--- config.mk ---
export PLATFORM = sky130hd
export DESIGN_NAME = width_packer
export DESIGN_NICKNAME = d
export VERILOG_FILES = /design/src/rtl/width_packer.sv
export SDC_FILE = /design/constraint.sdc
export NUM_CORES = 1
export LEC_CHECK = 0
export CAP_MARGIN = 10
export CORE_MARGIN = 4
export CORE_UTILIZATION = 51
export DETAILED_ROUTE_END_ITERATION = 6
export PLACE_DENSITY = 0.75
export SLEW_MARGIN = 5
export SYNTH_ARGS = -nofsm -noshare
export SYNTH_HDL_FRONTEND = slang
export SYNTH_SLANG_ARGS = --single-unit
--- constraint.sdc ---
create_clock -name clk -period 2 [get_ports clk]
set_input_delay 0.3 -clock clk [delete_from_list [all_inputs] [get_ports clk]]
set_output_delay 0.3 -clock clk [all_outputs]
set_load 0.03 [all_outputs]
--- src/rtl/width_packer.sv ---
// Packs RATIO narrow beats into one wide word and queues it in a DEPTH-entry FWFT line memory.
// Output valid the cycle after the completing beat; input stalls whenever the line memory is full.
module width_packer #(
    parameter int IN_W      = 8,
    parameter int RATIO     = 2,
    parameter int DEPTH     = 4,
    parameter int MSB_FIRST = 1
) (
    input  logic                         clk,
    input  logic                         rst_n,
    input  logic                         in_valid,
    output logic                         in_ready,
    input  logic [IN_W-1:0]              in_data,
    input  logic                         in_last,
    output logic                         out_valid,
    input  logic                         out_ready,
    output logic [IN_W*RATIO-1:0]        out_data,
    output logic [RATIO-1:0]             out_keep,
    output logic [$clog2(DEPTH+1)-1:0]   count,
    output logic                         flag
);
    localparam int OUT_W = IN_W * RATIO;
    localparam int IW    = $clog2(RATIO);
    localparam int AW    = $clog2(DEPTH);
    localparam int CW    = $clog2(DEPTH + 1);
    localparam int EW    = OUT_W + RATIO;
    localparam logic [IW-1:0] LAST_IDX = IW'(RATIO - 1);

    logic [IW-1:0]    idx_q, idx_d;
    logic [OUT_W-1:0] pack_q, pack_d;
    logic [RATIO-1:0] keep_q, keep_d;
    logic [AW-1:0]    wptr_q, rptr_q;
    logic [CW-1:0]    count_q, count_d;
    logic             flag_q;
    logic [EW-1:0]    mem_q [DEPTH];

    logic [IW-1:0]    lane;
    logic [OUT_W-1:0] word;
    logic [RATIO-1:0] word_keep;
    logic [EW-1:0]    head;
    logic             accept, complete, push, pop;

    assign in_ready  = rst_n && (count_q < CW'(DEPTH));
    assign out_valid = rst_n && (count_q != '0);
    assign accept    = in_valid && in_ready;
    assign complete  = (idx_q == LAST_IDX) || in_last;
    assign push      = accept && complete;
    assign pop       = out_valid && out_ready;

    // Beat k lands in lane RATIO-1-k when MSB_FIRST, otherwise in lane k.
    assign lane = (MSB_FIRST != 0) ? (LAST_IDX - idx_q) : idx_q;

    always_comb begin
        word      = pack_q;
        word_keep = keep_q;
        for (int l = 0; l < RATIO; l++) begin
            if (lane == IW'(l)) begin
                word[l*IN_W +: IN_W] = in_data;
                word_keep[l]         = 1'b1;
            end
        end
    end

    always_comb begin
        idx_d  = idx_q;
        pack_d = pack_q;
        keep_d = keep_q;
        if (accept) begin
            if (complete) begin
                idx_d  = '0;
                pack_d = '0;
                keep_d = '0;
            end else begin
                idx_d  = idx_q + 1'b1;
                pack_d = word;
                keep_d = word_keep;
            end
        end
    end

    always_comb begin
        count_d = count_q;
        case ({push, pop})
            2'b10:   count_d = count_q + 1'b1;
            2'b01:   count_d = count_q - 1'b1;
            default: count_d = count_q;
        endcase
    end

    always_ff @(posedge clk) begin
        if (!rst_n) begin
            idx_q   <= '0;
            pack_q  <= '0;
            keep_q  <= '0;
            wptr_q  <= '0;
            rptr_q  <= '0;
            count_q <= '0;
            flag_q  <= 1'b0;
        end else begin
            idx_q   <= idx_d;
            pack_q  <= pack_d;
            keep_q  <= keep_d;
            count_q <= count_d;
            if (push) wptr_q <= wptr_q + 1'b1;
            if (pop)  rptr_q <= rptr_q + 1'b1;
            if (accept) flag_q <= in_data[IN_W-1];
        end
    end

    // Storage needs no reset: reads are masked until count says an entry is live.
    always_ff @(posedge clk) begin
        if (push) mem_q[wptr_q] <= {word, word_keep};
    end

    assign head     = mem_q[rptr_q];
    assign out_data = out_valid ? head[EW-1:RATIO] : '0;
    assign out_keep = out_valid ? head[RATIO-1:0]  : '0;
    assign count    = count_q;
    assign flag     = flag_q;

endmodule

# Yosys cells after proc, flatten, opt, wreduce, memory -nomap -nowiden
# Memory sizes are Yosys's and may differ from the RTL's. A register that Yosys moved wholly into a read port is not among the register bits.
# Cells that the tools add are included.
[classes]
addsub = 6
n_lt_le_gt_ge = 1
eq_ne = 2
muxes = 14
n_reduce_logical = 8
[ops]
columns = ["op", "count"]
rows = [
  ["$mux 16", 2],
  ["$mux 8", 2],
  ["$mux 2", 4],
  ["$pmux 3 s2", 1],
  ["$logic_and 1x1->1", 5],
  ["$mux 1", 5],
  ["$add 2x1->2 const B", 2],
  ["$add 3x1->3 const B", 1],
  ["$lt 3x3->1 const B", 1],
  ["$reduce_bool 3->1", 1],
  ["$sub 3x1->3 const B", 1],
  ["$eq 2x1->1 const B", 1],
  ["$eq 2x2->1 const B", 1],
  ["$reduce_bool 2->1", 1],
  ["$add 1x1->1 const B", 1],
  ["$logic_or 1x1->1", 1],
  ["$sub 1x1->1 const A", 1],
]
[word_totals]
reg_bits = 27
ramBits = 72
memories = 1
[memory_table]
columns = ["memory", "depth", "word_bits", "rd", "rd_clocked_by_memory_dff", "write_ports", "line_no", "source"]
rows = [
  ["mem_q", 4, 18, 1, 1, 1, "35", "logic [EW-1:0] mem_q [DEPTH];"],
]

# Longest topological paths before layout
# Gate-level depths: netlist (run 1).
[depth]
depth_word = 6
ltp_mapped = 11

# Worst setup path before layout (run 1)
# No wires, ideal clock.
[synth_path]
kind = "reg-to-reg"
from = "register count_q[2], in the netlist count[2]"
to = "register count_q[2], in the netlist count[2]"
setup_time_ns = 0.076
t_arrival_ns = 2.239
t_required_ns = 1.924
slack_ns = -0.315
stages_incl_launch_ff = 10
period_less_slack_ns = 2.315
cell_sequence = "dfxtp_1 > o31a_1 > and2_1 > clkbuf_1 > ha_1 > inv_1 > fa_1 > xor2_1 > or3_1 > a21boi_0"
[synth_via]
elab_cells_between_ends = 13
classes_between = "2 x add/sub; 1 x order compare; 2 x eq/ne; 1 x mux; 7 x reduce/logical"
[synth_lines]
columns = ["item", "line_no", "source"]
rows = [
  ["start, declared", "33", "logic [CW-1:0] count_q, count_d;"],
  ["start signal, assigned", "103", "count_q <= count_d;"],
  ["$reduce_bool 3->1 *", "44", "assign out_valid = rst_n && (count_q != '0);"],
  ["$logic_and 1x1->1 *", "44", ""],
  ["$logic_and 1x1->1 *", "48", "assign pop = out_valid && out_ready;"],
  ["via pop", "41", "logic accept, complete, push, pop;"],
  ["$eq 2x1->1 / $eq 2x2->1 (equally long branches)", "83", "case ({push, pop})"],
  ["$pmux 3 s2 / $reduce_bool 2->1 (equally long branches)", "n/a", ""],
]
# The timed path passes the listed nets; every way through them passes the cells marked *.
# A chain may end at the register's enable or synchronous reset.

==> flow_metrics.env, run 1 <==
export IMPL_cap_violations=0
export IMPL_period_needed_ps=2030
export IMPL_nFillCells=575
export IMPL_synth_top_area_cell="edfxtp_1"
export IMPL_criticalPathCategory="flip-flop to primary output"
export IMPL_overflow=0
export IMPL_port_buffers=36
export IMPL_synth_top_area_share=0.530
export IMPL_final_cell_area_sq_um=4950
export IMPL_drive_gt1_frac=0.364
export IMPL_mostFrequentLayoutCell="edfxtp_1"
export IMPL_synth_edf_count=72
export IMPL_syn_avg_cell_area_sq_um=16.2
export IMPL_dp_slack_ps=-391
export IMPL_final_cell_mix="edfxtp_1 (72), dfxtp_1 (24), buf_6 (20)"
export IMPL_ff2ff_setup_slack_ps=130
export IMPL_cp_end_kind="primary output"
export IMPL_n_antenna_cell=0
export IMPL_path_clk_slew_ps=80
export IMPL_setup_slack_ps=-31.9
export IMPL_drv_slew=0
export IMPL_cp_top_family="multiplexers"
export IMPL_arrival_ps=1730
export IMPL_drtAntennaViolNets=0
export IMPL_h_tree_depth=3
export IMPL_fmax_ghz=0.492
export IMPL_synth_cells=252
export IMPL_grt_pass1_wl_mm=12.2
export IMPL_dp_hpwl_mm=4.55
export IMPL_crit_buf_inv=2
export IMPL_root_buffer="clkbuf_8"
export IMPL_yosysSeqAreaShare=0.667
export IMPL_cp_max_fo=9
export IMPL_vias=2244
export IMPL_cts_buffers_inserted=9
export IMPL_drt_pass1_iter_count=4
export IMPL_synth_flop_cell="edfxtp_1"
export IMPL_yosys_warnings=0
export IMPL_nets=327
export IMPL_hold_class="flip-flop to flip-flop"
export IMPL_antenna_found_initial=0
export IMPL_clk_latency_ps=360
export IMPL_cts_buffer_depth=2
export IMPL_r2r_start="count[2]"
export IMPL_design_core_area_sq_um=7770
export IMPL_path_depth=4
export IMPL_die_y_um=97.4
export IMPL_grt_max_degree=21
export IMPL_vdd_drop_max_mv=0.414
export IMPL_synth_seq_cells=100
export IMPL_cts_tree="yes"
export IMPL_rr_endpoint="count[2]"
export IMPL_place_gp_congestion=0.791
export IMPL_cts_sinks=100
export IMPL_die_area_sq_um=9490
export IMPL_cp_cell_sequence="buf_12, mux4_2, and2_4, buf_6"
export IMPL_slowest_stage="mux4_2"
export IMPL_grtUsageTotal=0.171
export IMPL_wl_per_cell_um=18.3
export IMPL_fin_skew_ps=8.81
export IMPL_worstSetupEndpoint="out_data[15]"
export IMPL_drc_errors=0
export IMPL_synth_cell_types=29
export IMPL_hold_violations=0
export IMPL_ys_async_sr_fraction=0
export IMPL_area_growth_pct=21.3
export IMPL_r2r_cells=8
export IMPL_max_stage_delay_ps=510
export IMPL_netlist_area_sq_um=4080
export IMPL_rsz0062_at_grt="yes"
export IMPL_ys_top_cells_by_area="edfxtp_1 (53%), dfxtp_1 (14%), mux4_2 (5.5%)"
export IMPL_start_util=0.525
export IMPL_wl_mm=7.61
export IMPL_required_ps=1700
export IMPL_setup_tns_final_ps=-179
export IMPL_avgViaCountPerCell=5.41
export IMPL_period_share=1.02
export IMPL_dpl_instance_area_sq_um=4670
export IMPL_setup_viol=11
export IMPL_powerDensity_nw_per_um2=774
export IMPL_die_w_um=97.4
export IMPL_io_pins=37
export IMPL_first_global_vias=2322
export IMPL_drt_iter0_markers=143
export IMPL_violations="setup timing"
export IMPL_status="finished, violations left"
export IMPL_p_leak_uw=0.00175
export IMPL_startpoint_type="flip-flop"
export IMPL_num_rows=32
export IMPL_cts_hold_buf=0
per-layer routing:
metal	up-vias	wire [um]	track usage
li1	1028	-	-
met1	1135	3330	0.222
met2	66	3750	0.270
met3	15	358	0.0409
met4	0	166	0.0863
met5	-	0	0
worst min path at each step:
stage | startpoint | to | slack (ps) | depth (start not counted)
2_1_floorplan | in_data[7] | flag | 400 | 2
3_3_place_gp | keep_q[0] | keep_q[0] | 440 | 1
3_5_place_dp | pack_q[6] | pack_q[6] | 440 | 1
4_1_cts | pack_q[6] | pack_q[6] | 460 | 1
5_1_grt | keep_q[0] | keep_q[0] | 470 | 1
6_report | pack_q[6] | pack_q[6] | 460 | 1
timing repair:
action | CTS | global route
gates resized for setup | 40 | 11
gates cloned | 2 | 0
endpoints found under the hold margin | 0 | 0
endpoints found under the setup margin | 19 | 19
pin swaps | 0 | 3
setup buffers | 2 | 1
state kept, by name (all words and copies together), names as in the netlist, named ones only:
register / cells
wptr_q: 2
pack_q: 16
mem_q: 72
rptr_q: 2
flag: 1
idx_q: 1
keep_q: 1
count: 3
layout make-up:
type                            instances  area (sq um)  area share
Inverter                                8          30.0     0.00607
Multi-Input combinational cell        133          1290       0.261
Tap cell                              102           128      0.0258
Clock buffer                           12           135      0.0273
Sequential cell                       100          2740       0.553
Timing Repair Buffer                   56           598       0.121
Clock inverter                          4          27.5     0.00556
synth_stat cells (2+ instances only):
cell and n:
inv_1 8, mux4_2 10, o21ai_0 2, nand3_1 10, edfxtp_1 72, nor2_1 2, dfxtp_1 28, nand2_1 17
mux2i_1 5, mux2_2 16, a21boi_0 10, o31a_1 2, buf_2 4, clkbuf_1 7, ha_1 5, mux4_1 8
and2_1 34
kinds of logic (layout without fill, tap and decap cells):
logic type | Yosys count | in the layout | synth area share
AND/OR/NAND/NOR | 68 | 68 | 0.0905
AO/OA/AOI/OAI | 14 | 14 | 0.0252
multiplexers | 39 | 39 | 0.163
flip-flops | 100 | 100 | 0.667
adder cells (fa/ha/maj) | 6 | 6 | 0.0202
other | 1 | 4 | 0.000919
buffers and inverters | 22 | 80 | 0.0282
XOR/XNOR | 2 | 2 | 0.00430
worst reg2reg max path: stages, from the launching register on:
cell and delay (ps):
dfxtp_4 390, o31a_1 160, and2_4 160, ha_4 130, inv_1 40, fa_2 330, xor2_1 150, or3_1 310
a21boi_1 120
per-stage QoR:
step / util / hold WS (ps) / std cells / power [uW]
after detailed placement: 0.601 / 442 / 396 / 2730
final: 0.637 / 461 / 415 / 3830
after CTS: 0.639 / 464 / 416 / 3870
after global placement: 0.601 / 436 / 396 / 2720
after global routing: 0.637 / 475 / 415 / 4000
after floorplan: - / 399 / 255 / 2590
report_power, final:
part           internal (uW)  leakage, uW  switching [uW]  total (uW)
registers               2260     0.000916            25.2        2280
logic                    231     0.000759             225         456
clock network            452    0.0000742             641        1090
Power figures use the tool's default switching activity.
==> run 2, diff against run 1 <==
Settings changed: CORE_UTILIZATION 51 to 56, DONT_BUFFER_PORTS from default to 1, PLACE_DENSITY 0.75 to 0.74, TNS_END_PERCENT from default to 1.
==> run 2 against run 1 <==
Against the previous run:
- the flow now finishes without violations
- die area down 8.2%
- clock-buffer cell count down 1
- combinational power down 22%
- final cell count down 11%
- first-iteration DRC count down 4.2%
- total power down 2.3%
- via count down 9.6%
- wire length down 6.1%
- sequential power about the same
- critical path depth down 1
- flip-flop and latch count unchanged
- register-to-register slack worse by 20 ps
- critical endpoint unchanged
- largest cell class unchanged
- highest routed layer unchanged
==> flow_metrics.env, run 2 (synthesized netlist as in run 1, its figures left out) <==
export IMPL_arrival_ps=1680
export IMPL_cts_buffers_inserted=9
export IMPL_place_gp_congestion=0.754
export IMPL_p_leak_uw=0.00157
export IMPL_clk_latency_ps=350
export IMPL_required_ps=1700
export IMPL_vdd_drop_max_mv=0.361
export IMPL_r2r_start="count[2]"
export IMPL_cp_end_kind="primary output"
export IMPL_setup_tns_final_ps=0
export IMPL_overflow=0
export IMPL_startpoint_type="flip-flop"
export IMPL_nets=287
export IMPL_hold_violations=0
export IMPL_worst_hold_slack_ps=68.7
export IMPL_antenna_found_initial=0
export IMPL_drv_slew=0
export IMPL_cts_tree="yes"
export IMPL_cap_violations=0
export IMPL_max_stage_delay_ps=560
export IMPL_path_depth=3
export IMPL_vias=2028
export IMPL_hold_class="primary input to flip-flop"
export IMPL_die_w_um=93.3
export IMPL_drive_gt1_frac=0.315
export IMPL_post_cts_buffers=0
export IMPL_nFillCells=497
export IMPL_die_y_um=93.3
export IMPL_fmax_ghz=0.505
export IMPL_drt_pass1_iter_count=4
export IMPL_power_uw=3740
export IMPL_r2r_cells=8
export IMPL_status="completed"
export IMPL_start_util=0.587
export IMPL_grtUsageTotal=0.178
export IMPL_holdPathStages=2
export IMPL_cts_hold_buf=0
export IMPL_mostFrequentLayoutCell="edfxtp_1"
export IMPL_tightest_slew_ps=580
export IMPL_first_global_vias=2062
export IMPL_cp_top_family="multiplexers"
export IMPL_top_register="mem_q"
export IMPL_cp_max_fo=9
export IMPL_holdCritStartpoint="in_data[7]"
export IMPL_h_tree_depth=3
export IMPL_crit_buf_inv=1
export IMPL_period_share=0.989
export IMPL_drtAntennaViolNets=0
export IMPL_num_rows=30
export IMPL_cp_cell_sequence="buf_12, mux4_1, and2_4"
export IMPL_powerDensity_nw_per_um2=823
export IMPL_io_pins=37
export IMPL_period_needed_ps=1980
export IMPL_design_core_area_sq_um=6940
export IMPL_drt_iter0_markers=137
export IMPL_grt_pass1_wl_mm=11.4
export IMPL_area_growth_pct=11.5
export IMPL_avgViaCountPerCell=5.50
export IMPL_rr_endpoint="count[2]"
export IMPL_path_clk_slew_ps=90
export IMPL_root_buffer="clkbuf_8"
export IMPL_hold_end="flag"
export IMPL_dp_hpwl_mm=4.40
export IMPL_criticalPathCategory="flip-flop to primary output"
export IMPL_grt_max_degree=23
export IMPL_ff2ff_setup_slack_ps=110
export IMPL_slew_headroom=0.612
export IMPL_drc_errors=0
export IMPL_wl_per_cell_um=19.4
export IMPL_cts_buffer_depth=2
export IMPL_setup_viol=0
export IMPL_die_area_sq_um=8710
export IMPL_n_antenna_cell=0
export IMPL_fin_skew_ps=13.4
export IMPL_rsz0062_at_grt="yes"
export IMPL_largest_reg_flops=72
export IMPL_slowest_stage="mux4_1"
export IMPL_wl_mm=7.15
export IMPL_cts_sinks=100
export IMPL_port_buffers=0
export IMPL_final_cell_mix="edfxtp_1 (72), dfxtp_1 (24), and2_4 (19)"
run 2: cell types whose count changed in the layout (fill, tap and decap cells not counted), sizes merged:
cell / change
clkdlybuf4s50: -16
inv: +1
clkbuf: -1
buf: -24
run 2: through the flow:
stage               utilization  worst slack (ps)  area (sq um)  cells
floorplan                     -              5.53          4140    255
CTS                       0.655             -55.2          4550    369
finish                    0.655              21.6          4550    369
global route              0.655             -23.0          4550    369
detailed placement        0.621              62.5          4310    352
global placement          0.621               126          4310    352
run 2: worst max path at each step:
| stage | startpoint | to |
|---|---|---|
| after global routing | flip-flop | out_data[0] |
| after floorplan | count[0] | count[2] |
| after global placement | count[2] | count[2] |
| after detailed placement | count[2] | count[2] |
| after CTS | flip-flop | out_data[12] |
| final | flip-flop | out_data[15] |
run 2: what timing repair did:
item                                    4_1_cts  5_1_grt
gates cloned                                  1        0
gates resized for setup                      31       11
endpoints found under the setup margin       18       16
run 2: power breakdown:
part	internal [uW]	leakage, uW	total [uW]	switching, uW
clock network	458	0.0000799	1110	650
logic	163	0.000575	355	191
registers	2260	0.000916	2280	24.6
total	2880	0.00157	3740	866
run 2: layer usage:
metal,track usage,vias to the layer above,share of wire
li1,-,953,-
met1,0.237,1018,0.44
met2,0.278,48,0.50
met3,0.0418,9,0.049
met4,0.0855,0,0.015
met5,0,-,0
run 2: worst register-to-register path, delay by kind of cell (launching register included):
family,cells,cell delay (ps)
DFF,1,370
buffers and inverters,1,40
adders and majority gates,2,500
AOI/OAI and AO/OA,2,280
xor gates and xnor gates,1,150
and+or+nand+nor,2,470
run 2: cell type report:
type	instances	area (sq um)	area share
flip-flops and latches	100	2740	0.602
multi-input cells	133	1320	0.289
repair buffers	16	178	0.0391
clock buffers	11	131	0.0289
well taps	96	120	0.0264
clock inverters	5	37.5	0.00825
inverters	8	30.0	0.00660
==> run 3, diff against run 2 <==
Settings changed: CTS_CLUSTER_DIAMETER from default to 120.
==> results of run 3 <==
Final layout, timing and power as in run 2 (identical DEF).
